[config.mk]
export PLATFORM = sky130hd
export DESIGN_NAME = cla_seq_adder
export DESIGN_NICKNAME = d
export VERILOG_FILES = /design/src/rtl/cla_seq_pkg.sv /design/src/rtl/cla_16bit.sv /design/src/rtl/cla_seq_adder.sv
export SDC_FILE = /design/constraint.sdc
export NUM_CORES = 1
export LEC_CHECK = 0
export CAP_MARGIN = 0
export CORE_UTILIZATION = 39
export CTS_CLUSTER_DIAMETER = 200
export CTS_CLUSTER_SIZE = 14
export DETAILED_ROUTE_END_ITERATION = 16
export HOLD_SLACK_MARGIN = 0.1
export PLACE_DENSITY = 0.62
export SLEW_MARGIN = 5
export SYNTH_ARGS = -nofsm -noshare
export SYNTH_HDL_FRONTEND = slang
export SYNTH_SLANG_ARGS = --single-unit
[constraint.sdc]
create_clock -name clk -period 3.81 [get_ports clk]
set_input_delay 0.762 -clock clk [delete_from_list [all_inputs] [get_ports clk]]
set_output_delay 0.762 -clock clk [all_outputs]
set_load 0.1 [all_outputs]
[src/rtl/cla_seq_pkg.sv]
// Shared types and constants for the segmented carry-lookahead adder.
// Provides the segment width, FSM state type and counter-width helper.
package cla_seq_pkg;

    localparam int unsigned SEG_W = 16;

    typedef enum logic [1:0] {
        IDLE,
        RUN,
        DONE
    } cla_seq_state_t;

    // Counter width for nseg segments; never narrower than one bit.
    function automatic int unsigned seg_idx_w(input int unsigned nseg);
        return (nseg > 1) ? $clog2(nseg) : 1;
    endfunction

endpackage

[src/rtl/cla_16bit.sv]
// 16-bit two-level carry-lookahead adder: four 4-bit groups with group
// generate/propagate terms feeding a lookahead carry unit.
module cla_16bit
    import cla_seq_pkg::*;
(
    input  logic [SEG_W-1:0] A,
    input  logic [SEG_W-1:0] B,
    input  logic             Cin,
    output logic [SEG_W-1:0] Sum,
    output logic             Cout
);

    logic [SEG_W-1:0] g;
    logic [SEG_W-1:0] p;
    logic [3:0]       grp_g;
    logic [3:0]       grp_p;
    logic [4:0]       grp_c;

    assign g = A & B;
    assign p = A ^ B;

    always_comb begin
        logic gg_acc;
        logic gp_acc;
        grp_g = '0;
        grp_p = '0;
        for (int k = 0; k < 4; k++) begin
            gg_acc = 1'b0;
            gp_acc = 1'b1;
            for (int j = 0; j < 4; j++) begin
                gg_acc = g[4*k+j] | (p[4*k+j] & gg_acc);
                gp_acc = gp_acc & p[4*k+j];
            end
            grp_g[k] = gg_acc;
            grp_p[k] = gp_acc;
        end
    end

    // Second-level lookahead: every group carry is a flat function of Cin.
    assign grp_c[0] = Cin;
    assign grp_c[1] = grp_g[0] | (grp_p[0] & Cin);
    assign grp_c[2] = grp_g[1] | (grp_p[1] & grp_g[0]) | (grp_p[1] & grp_p[0] & Cin);
    assign grp_c[3] = grp_g[2] | (grp_p[2] & grp_g[1]) | (grp_p[2] & grp_p[1] & grp_g[0])
                    | (grp_p[2] & grp_p[1] & grp_p[0] & Cin);
    assign grp_c[4] = grp_g[3] | (grp_p[3] & grp_g[2]) | (grp_p[3] & grp_p[2] & grp_g[1])
                    | (grp_p[3] & grp_p[2] & grp_p[1] & grp_g[0])
                    | (grp_p[3] & grp_p[2] & grp_p[1] & grp_p[0] & Cin);
    assign Cout = grp_c[4];

    always_comb begin
        logic c;
        Sum = '0;
        for (int k = 0; k < 4; k++) begin
            c = grp_c[k];
            for (int j = 0; j < 4; j++) begin
                Sum[4*k+j] = p[4*k+j] ^ c;
                c = g[4*k+j] | (p[4*k+j] & c);
            end
        end
    end

endmodule

[src/rtl/cla_seq_adder.sv]
// Multi-cycle W-bit adder/subtractor reusing one cla_16bit across NSEG
// segments, with the inter-segment carry held in a register.
module cla_seq_adder
    import cla_seq_pkg::*;
#(
    parameter int unsigned NSEG = 2
) (
    input  logic                    clk,
    input  logic                    rst_n,
    input  logic                    in_valid,
    output logic                    in_ready,
    input  logic [SEG_W*NSEG-1:0]   a,
    input  logic [SEG_W*NSEG-1:0]   b,
    input  logic                    cin,
    input  logic                    op_sub,
    output logic                    out_valid,
    input  logic                    out_ready,
    output logic [SEG_W*NSEG-1:0]   sum,
    output logic                    cout,
    output logic                    busy
);

    localparam int unsigned W  = SEG_W * NSEG;
    localparam int unsigned CW = seg_idx_w(NSEG);
    localparam logic [CW-1:0] LAST_SEG = CW'(NSEG - 1);

    cla_seq_state_t state_q, state_d;
    logic [CW-1:0]  seg_cnt_q, seg_cnt_d;
    logic           carry_q, carry_d;
    logic [W-1:0]   a_q, a_d;
    logic [W-1:0]   b_q, b_d;
    logic [W-1:0]   sum_q, sum_d;
    logic           cout_q, cout_d;
    logic           out_valid_q, out_valid_d;
    logic           busy_q, busy_d;

    logic [SEG_W-1:0] seg_a;
    logic [SEG_W-1:0] seg_b;
    logic [SEG_W-1:0] add_sum;
    logic             add_cout;

    assign seg_a = a_q[seg_cnt_q*SEG_W +: SEG_W];
    assign seg_b = b_q[seg_cnt_q*SEG_W +: SEG_W];

    cla_16bit u_cla (
        .A    (seg_a),
        .B    (seg_b),
        .Cin  (carry_q),
        .Sum  (add_sum),
        .Cout (add_cout)
    );

    always_comb begin
        state_d     = state_q;
        seg_cnt_d   = seg_cnt_q;
        carry_d     = carry_q;
        a_d         = a_q;
        b_d         = b_q;
        sum_d       = sum_q;
        cout_d      = cout_q;
        out_valid_d = out_valid_q;
        busy_d      = busy_q;
        unique case (state_q)
            IDLE: begin
                if (in_valid) begin
                    // Subtraction is a + ~b + 1, so the +1 rides in on the carry.
                    a_d       = a;
                    b_d       = op_sub ? ~b : b;
                    carry_d   = op_sub ? 1'b1 : cin;
                    seg_cnt_d = '0;
                    sum_d     = '0;
                    busy_d    = 1'b1;
                    state_d   = RUN;
                end
            end
            RUN: begin
                sum_d[seg_cnt_q*SEG_W +: SEG_W] = add_sum;
                carry_d = add_cout;
                if (seg_cnt_q == LAST_SEG) begin
                    cout_d      = add_cout;
                    out_valid_d = 1'b1;
                    state_d     = DONE;
                end else begin
                    seg_cnt_d = seg_cnt_q + 1'b1;
                end
            end
            DONE: begin
                if (out_ready) begin
                    out_valid_d = 1'b0;
                    busy_d      = 1'b0;
                    state_d     = IDLE;
                end
            end
            default: begin
                out_valid_d = 1'b0;
                busy_d      = 1'b0;
                state_d     = IDLE;
            end
        endcase
    end

    always_ff @(posedge clk or negedge rst_n) begin
        if (!rst_n) begin
            state_q     <= IDLE;
            seg_cnt_q   <= '0;
            carry_q     <= 1'b0;
            a_q         <= '0;
            b_q         <= '0;
            sum_q       <= '0;
            cout_q      <= 1'b0;
            out_valid_q <= 1'b0;
            busy_q      <= 1'b0;
        end else begin
            state_q     <= state_d;
            seg_cnt_q   <= seg_cnt_d;
            carry_q     <= carry_d;
            a_q         <= a_d;
            b_q         <= b_d;
            sum_q       <= sum_d;
            cout_q      <= cout_d;
            out_valid_q <= out_valid_d;
            busy_q      <= busy_d;
        end
    end

    assign in_ready  = (state_q == IDLE);
    assign out_valid = out_valid_q;
    assign sum       = sum_q;
    assign cout      = cout_q;
    assign busy      = busy_q;

endmodule

# Word level (Yosys, flattened, before mapping)
# Index checks and enable logic that the tools add are counted.
# totals
ram_bits	0
ff_bits	103
mem_count	0
input_bits	70
latchBits	0
elab_cells	154
romBits	0
# classes
add_sub_neg	2
muxes	19
n_mul	0
magnitude_cmp	0
shifts	4
n_reduce_logical	8
div_mod_pow	0
eq_ne	5
n_bitwise	107
# ops
op	count
$mux 32	2
$pmux 32 s2	1
$shiftx 32x6->16	2
$and 1x1->1	52
$neg 5->34	1
$or 1x1->1	34
$shift 16x34->32 const A	1
$shiftx 16x34->32	1
$bwmux 32	1
$not 32->32	1
$and 16x16->16	1
$xor 1x1->1	16
$xor 16x16->16	1
$reduce_and 3->1	3
$mux 1	7
$mux 2	3
$ne 2x2->1 const B	3
$pmux 1 s3	2
$pmux 2 s3	1
$reduce_and 2->1	3
$pmux 1 s2	2
$eq 2x1->1 const B	1
$eq 2x2->1 const B	1
$logic_not 2->1	1
3 further kinds	4

# Logic depth before layout (Yosys ltp)
# logic_depth
ltp_word	22
mapped_depth	15
ltp_nobuf	13

# Hierarchy
# Synthesis repeated with hierarchy kept, for this count alone.
# unflattened
hier_cells	477
area_unflattened_um2	5154.9
# modules_own_cells
module	seq_area_each_um2	instances	cells_per_inst	area_each_um2
cla_seq_adder	2577.5	1	412	4485.6
cla_16bit	0.0	1	65	669.4

# Least setup slack after synthesis
# OpenSTA, ideal clock, no wires.
# synth_timing
path_kind	register -> register
startpoint	register seg_cnt_q
endpoint	register sum_q[15], in the netlist sum[15]
required_ps	3687
arrival_time_ps	3924
synth_period_minus_slack_ps	4047
path_slack_ps	-237
n_path_buf	2
stages_incl_launch_ff	16
cell_sequence	dfrtp_1 buf_2 buf_2 mux2i_1 inv_1 ha_1 a21o_1 a21oi_1 a31o_2 a211o_1 nor2b_1 fa_1 fa_1 fa_1 xnor2_1 a22o_1
# synth_between
elab_chain_cells	22
word_cells_on_any_way	91
classes_between	add/sub: 1; shift: 4; mux: 2; bitwise: 84
# synth_rtl
element	line_no	rtl
start: declaration	cla_seq_adder.sv:28	logic [CW-1:0] seg_cnt_q, seg_cnt_d;
start signal: assignment	cla_seq_adder.sv:115	seg_cnt_q <= seg_cnt_d;
$shiftx 32x6->16 (on tied branches)	cla_seq_adder.sv:42, cla_seq_adder.sv:43	
$xor 16x16->16 or $and 16x16->16 (tied branches)	cla_16bit.sv:20, cla_16bit.sv:19	
$and 1x1->1	cla_16bit.sv:31	gg_acc = g[4*k+j] | (p[4*k+j] & gg_acc);
$or 1x1->1	cla_16bit.sv:31	
$and 1x1->1	cla_16bit.sv:31	
$or 1x1->1	cla_16bit.sv:31	
$and 1x1->1	cla_16bit.sv:31	
$or 1x1->1	cla_16bit.sv:31	
(+6 left out)	--	
$and 1x1->1	cla_16bit.sv:57	c = g[4*k+j] | (p[4*k+j] & c);
$or 1x1->1	cla_16bit.sv:57	
$and 1x1->1	cla_16bit.sv:57	
$or 1x1->1	cla_16bit.sv:57	
$xor 1x1->1	cla_16bit.sv:56	Sum[4*k+j] = p[4*k+j] ^ c;
$shiftx 16x34->32	cla_seq_adder.sv:77	sum_d[seg_cnt_q*SEG_W +: SEG_W] = add_sum;
$bwmux 32 *	cla_seq_adder.sv:77	
$pmux 32 s2 *	cla_seq_adder.sv:63	unique case (state_q)
end signal: assignment	cla_seq_adder.sv:119	sum_q <= sum_d;
end: declaration	cla_seq_adder.sv:32	logic [W-1:0] sum_q, sum_d;
# Every way passes the cells marked *; elsewhere a longest branch is shown, timed or not.
# A chain may end at the register's enable or synchronous reset.

# Worst setup path in the final report
# Ends and elaborated chain as after synthesis.

==> reports/results.tsv <==
stage	metric	value	unit
outcome	status	complete, no violations	
cts	cts_root_buf	clkbuf_16	
yosys	yosysMostFrequentCell	dfrtp_1	
routing	vias	3639	
placed_design	gp_congestion	0.828	
cts	clk_latency	0.34	ns
yosys	synth-edff-count	0	
cts	clk_pin_slew	0.07	ns
routing	vias_per_cell	4.77	
floorplanning	row_count	41	
cells_and_area	nFillCells	1145	
routing	ant_nets	0	
global_route	grt_pass1_vias	3701	
yosys	ys_warn_count	0	
cells_and_area	final_nets	685	
yosys	synth_nets	559	
sta	slew_violations	0	
sta	setup_violations	0	
cts	cts.sinks	103	
yosys	yosysTopAreaCellShare	50.6	%
worst_setup_path	worstPathArrival	4.00	ns
worst_setup_path	worstPathRequired	4.05	ns
cts	tritoncts	yes	
routing	drcViolationCount	0	
sta	fmax	266	MHz
sta	tightest_slew	0.973	ns
worst_setup_path	cp-start-kind	register	
yosys	synth_common_cells	dfrtp_1, a21oi_1, nand2_1, nor2_1, mux2_2	
floorplanning	die_area	13500	sq um
placed_design	dp_hpwl	8260	um
sta	layout_min_cycle_time	3.77	ns
yosys	syn_inst	461	
floorplanning	pin_count	106	
routing	drt_iter0_drc	152	
cells_and_area	num_antenna_cells	0	
cts	cts_buffer_depth	2	
sta	relSlewSlack	34.9	%
yosys	yosysTopAreaCell	dfrtp_1	
cells_and_area	fin_area	7020	sq um
worst_setup_path	worst-setup-path-type	register to register	
floorplanning	die_w	116	um
floorplanning	core_area	12700	sq um
routing	wl	11200	um
worst_setup_path	cp-end-kind	register	
global_route	grt_pass1_wl	18300	um
floorplanning	start_util	40.2	%
global_route	grt_max_degree	78	
sta	fin_crit_sh	98.8	%
floorplanning	die_h	116	um
yosys	ys.flop_type	dfrtp_1	
yosys	ys_types	30	
cts	htreeDepth	3	
job	maxCapViolCount	0	
global_route	antenna_found_initial	0	
sta	fin_hold_ws	0.478	ns
routing	drt_pre_antenna_iters	6	
sta	rsz0062_at_grt	true	
worst_setup_path	worstPathMaxFanout	5	
cells_and_area	drive_gt1_share	19.8	%
yosys	postSynth.asyncResetShare	100	%
yosys	ys_ff_latch	103	
cells_and_area	area_growth	37.7	%
cts	cts-buffers-inserted	9	
routing	routedWlPerCell	14.7	um
yosys	avgSynthCellArea	11.1	sq um
yosys	synth_area_leaders	dfrtp_1, mux2_2, xnor2_1	
placed_design	port_buffers	105	
global_route	grt_overflow	0	
sta	skew	0.00812	ns
yosys	syn_area	5100	sq um
min_path	hold_class	input port to async pin	
worst_setup_path	rrSetupSlack	0.04	ns
sta	finalHoldViolations	0	
placed_design	dpl-instance-area	6470	sq um
yosys	ys_seq_area_share	50.6	%
global_route	grtUsageTotal	17.8	%
-- cells by family (layout without fill, tap and decap cells) --
logic type | after synthesis | after routing | synth area share [%]
AOI/OAI and AO/OA | 90 | 90 | 9.55
xor gates and xnor gates | 36 | 36 | 6.19
adders and majority gates | 28 | 28 | 8.64
buffers and inverters | 51 | 181 | 4.20
DFF | 103 | 103 | 50.6
muxes | 64 | 64 | 13.6
and+or+nand+nor | 89 | 89 | 7.24
-- through the flow --
stage,worst slack [ns],setup TNS [ns],util (%),cells
after floorplan,0.0419,0,-,461
after global placement,-0.00600,-0.00600,51.1,742
after detailed placement,-0.112,-0.202,51.1,742
after CTS,0.00521,0,53.7,758
after global routing,-0.0512,-0.0542,55.4,763
final,0.0446,0,55.4,763
-- final cells by class --
class / instances / area, sq um / area share, %
Tap cell: 172 / 215 / 3.07
Clock buffer: 11 / 243 / 3.46
Sequential cell: 103 / 2580 / 36.8
Clock inverter: 4 / 70.1 / 0.999
Multi-Input combinational cell: 307 / 2460 / 35.1
Inverter: 28 / 105 / 1.50
Timing Repair Buffer: 138 / 1340 / 19.1
-- registers in the layout, indices dropped and copies added, names as in the netlist --
name and flops:
carry_q 1, a_q 32, cout 1, out_valid 1
state_q 2, busy 1, sum 32, b_q 32
seg_cnt_q 1
-- worst paths after layout --
path / start / end / cells past startpoint
hold reg to reg: sum[6] / sum[6] / 2
setup / recovery: seg_cnt_q / sum[15] / 15
min in group clk: sum[6] / sum[6] / 2
max in group asynchronous: rst_n / sum[25] / 2
setup reg to reg: seg_cnt_q / sum[15] / 15
hold / removal: rst_n / b_q[24] / 1
-- timing repair --
item	4_1_cts	5_1_grt
hold buffers	0	0
resized for setup	3	30
setup buffers	1	4
pin swaps	1	10
setup endpoints to repair	2	4
gates cloned	0	1
-- metal layers --
layer  vias up  part of all wire [%]  GRT usage [%]
met2        86                    45           27.3
li1       1800                     -              -
met1      1738                    50           25.3
met3        15                   3.7           3.48
met4         0                   1.4           5.64
met5         -                     0              0
-- worst max-delay path, cell delays in order (launching register included) --
cell and delay (ns):
dfrtp_2 0.43, buf_12 0.15, buf_4 0.12, buf_4 0.13, mux2i_4 0.18, inv_2 0.06
ha_4 0.26, o2111ai_2 0.10, a31o_2 0.25, a211o_1 0.28, nor2b_4 0.14, fa_2 0.40
fa_2 0.38, fa_2 0.39, xnor2_2 0.16, a22o_1 0.23
-- cell usage in the layout (no fill, tap or decap), types with 4 or more instances in the layout --
master / synthesis / final
a21oi_1: 44 / 42
mux2_2: 39 / 37
dfrtp_1: 103 / 102
mux2i_2: 0 / 4
mux2i_4: 0 / 5
nor2_1: 40 / 40
o21ai_0: 33 / 32
buf_4: 0 / 29
mux2i_1: 22 / 13
clkdlybuf4s50_1: 0 / 103
ha_1: 16 / 13
inv_1: 28 / 25
fa_1: 12 / 9
clkbuf_16: 0 / 10
nand2_1: 40 / 40
xnor2_1: 33 / 32
a22o_1: 4 / 4
Power is left out: the tool's default activity adds up to more than one toggle a clock period on the data nets, which glitch-free logic cannot reach.
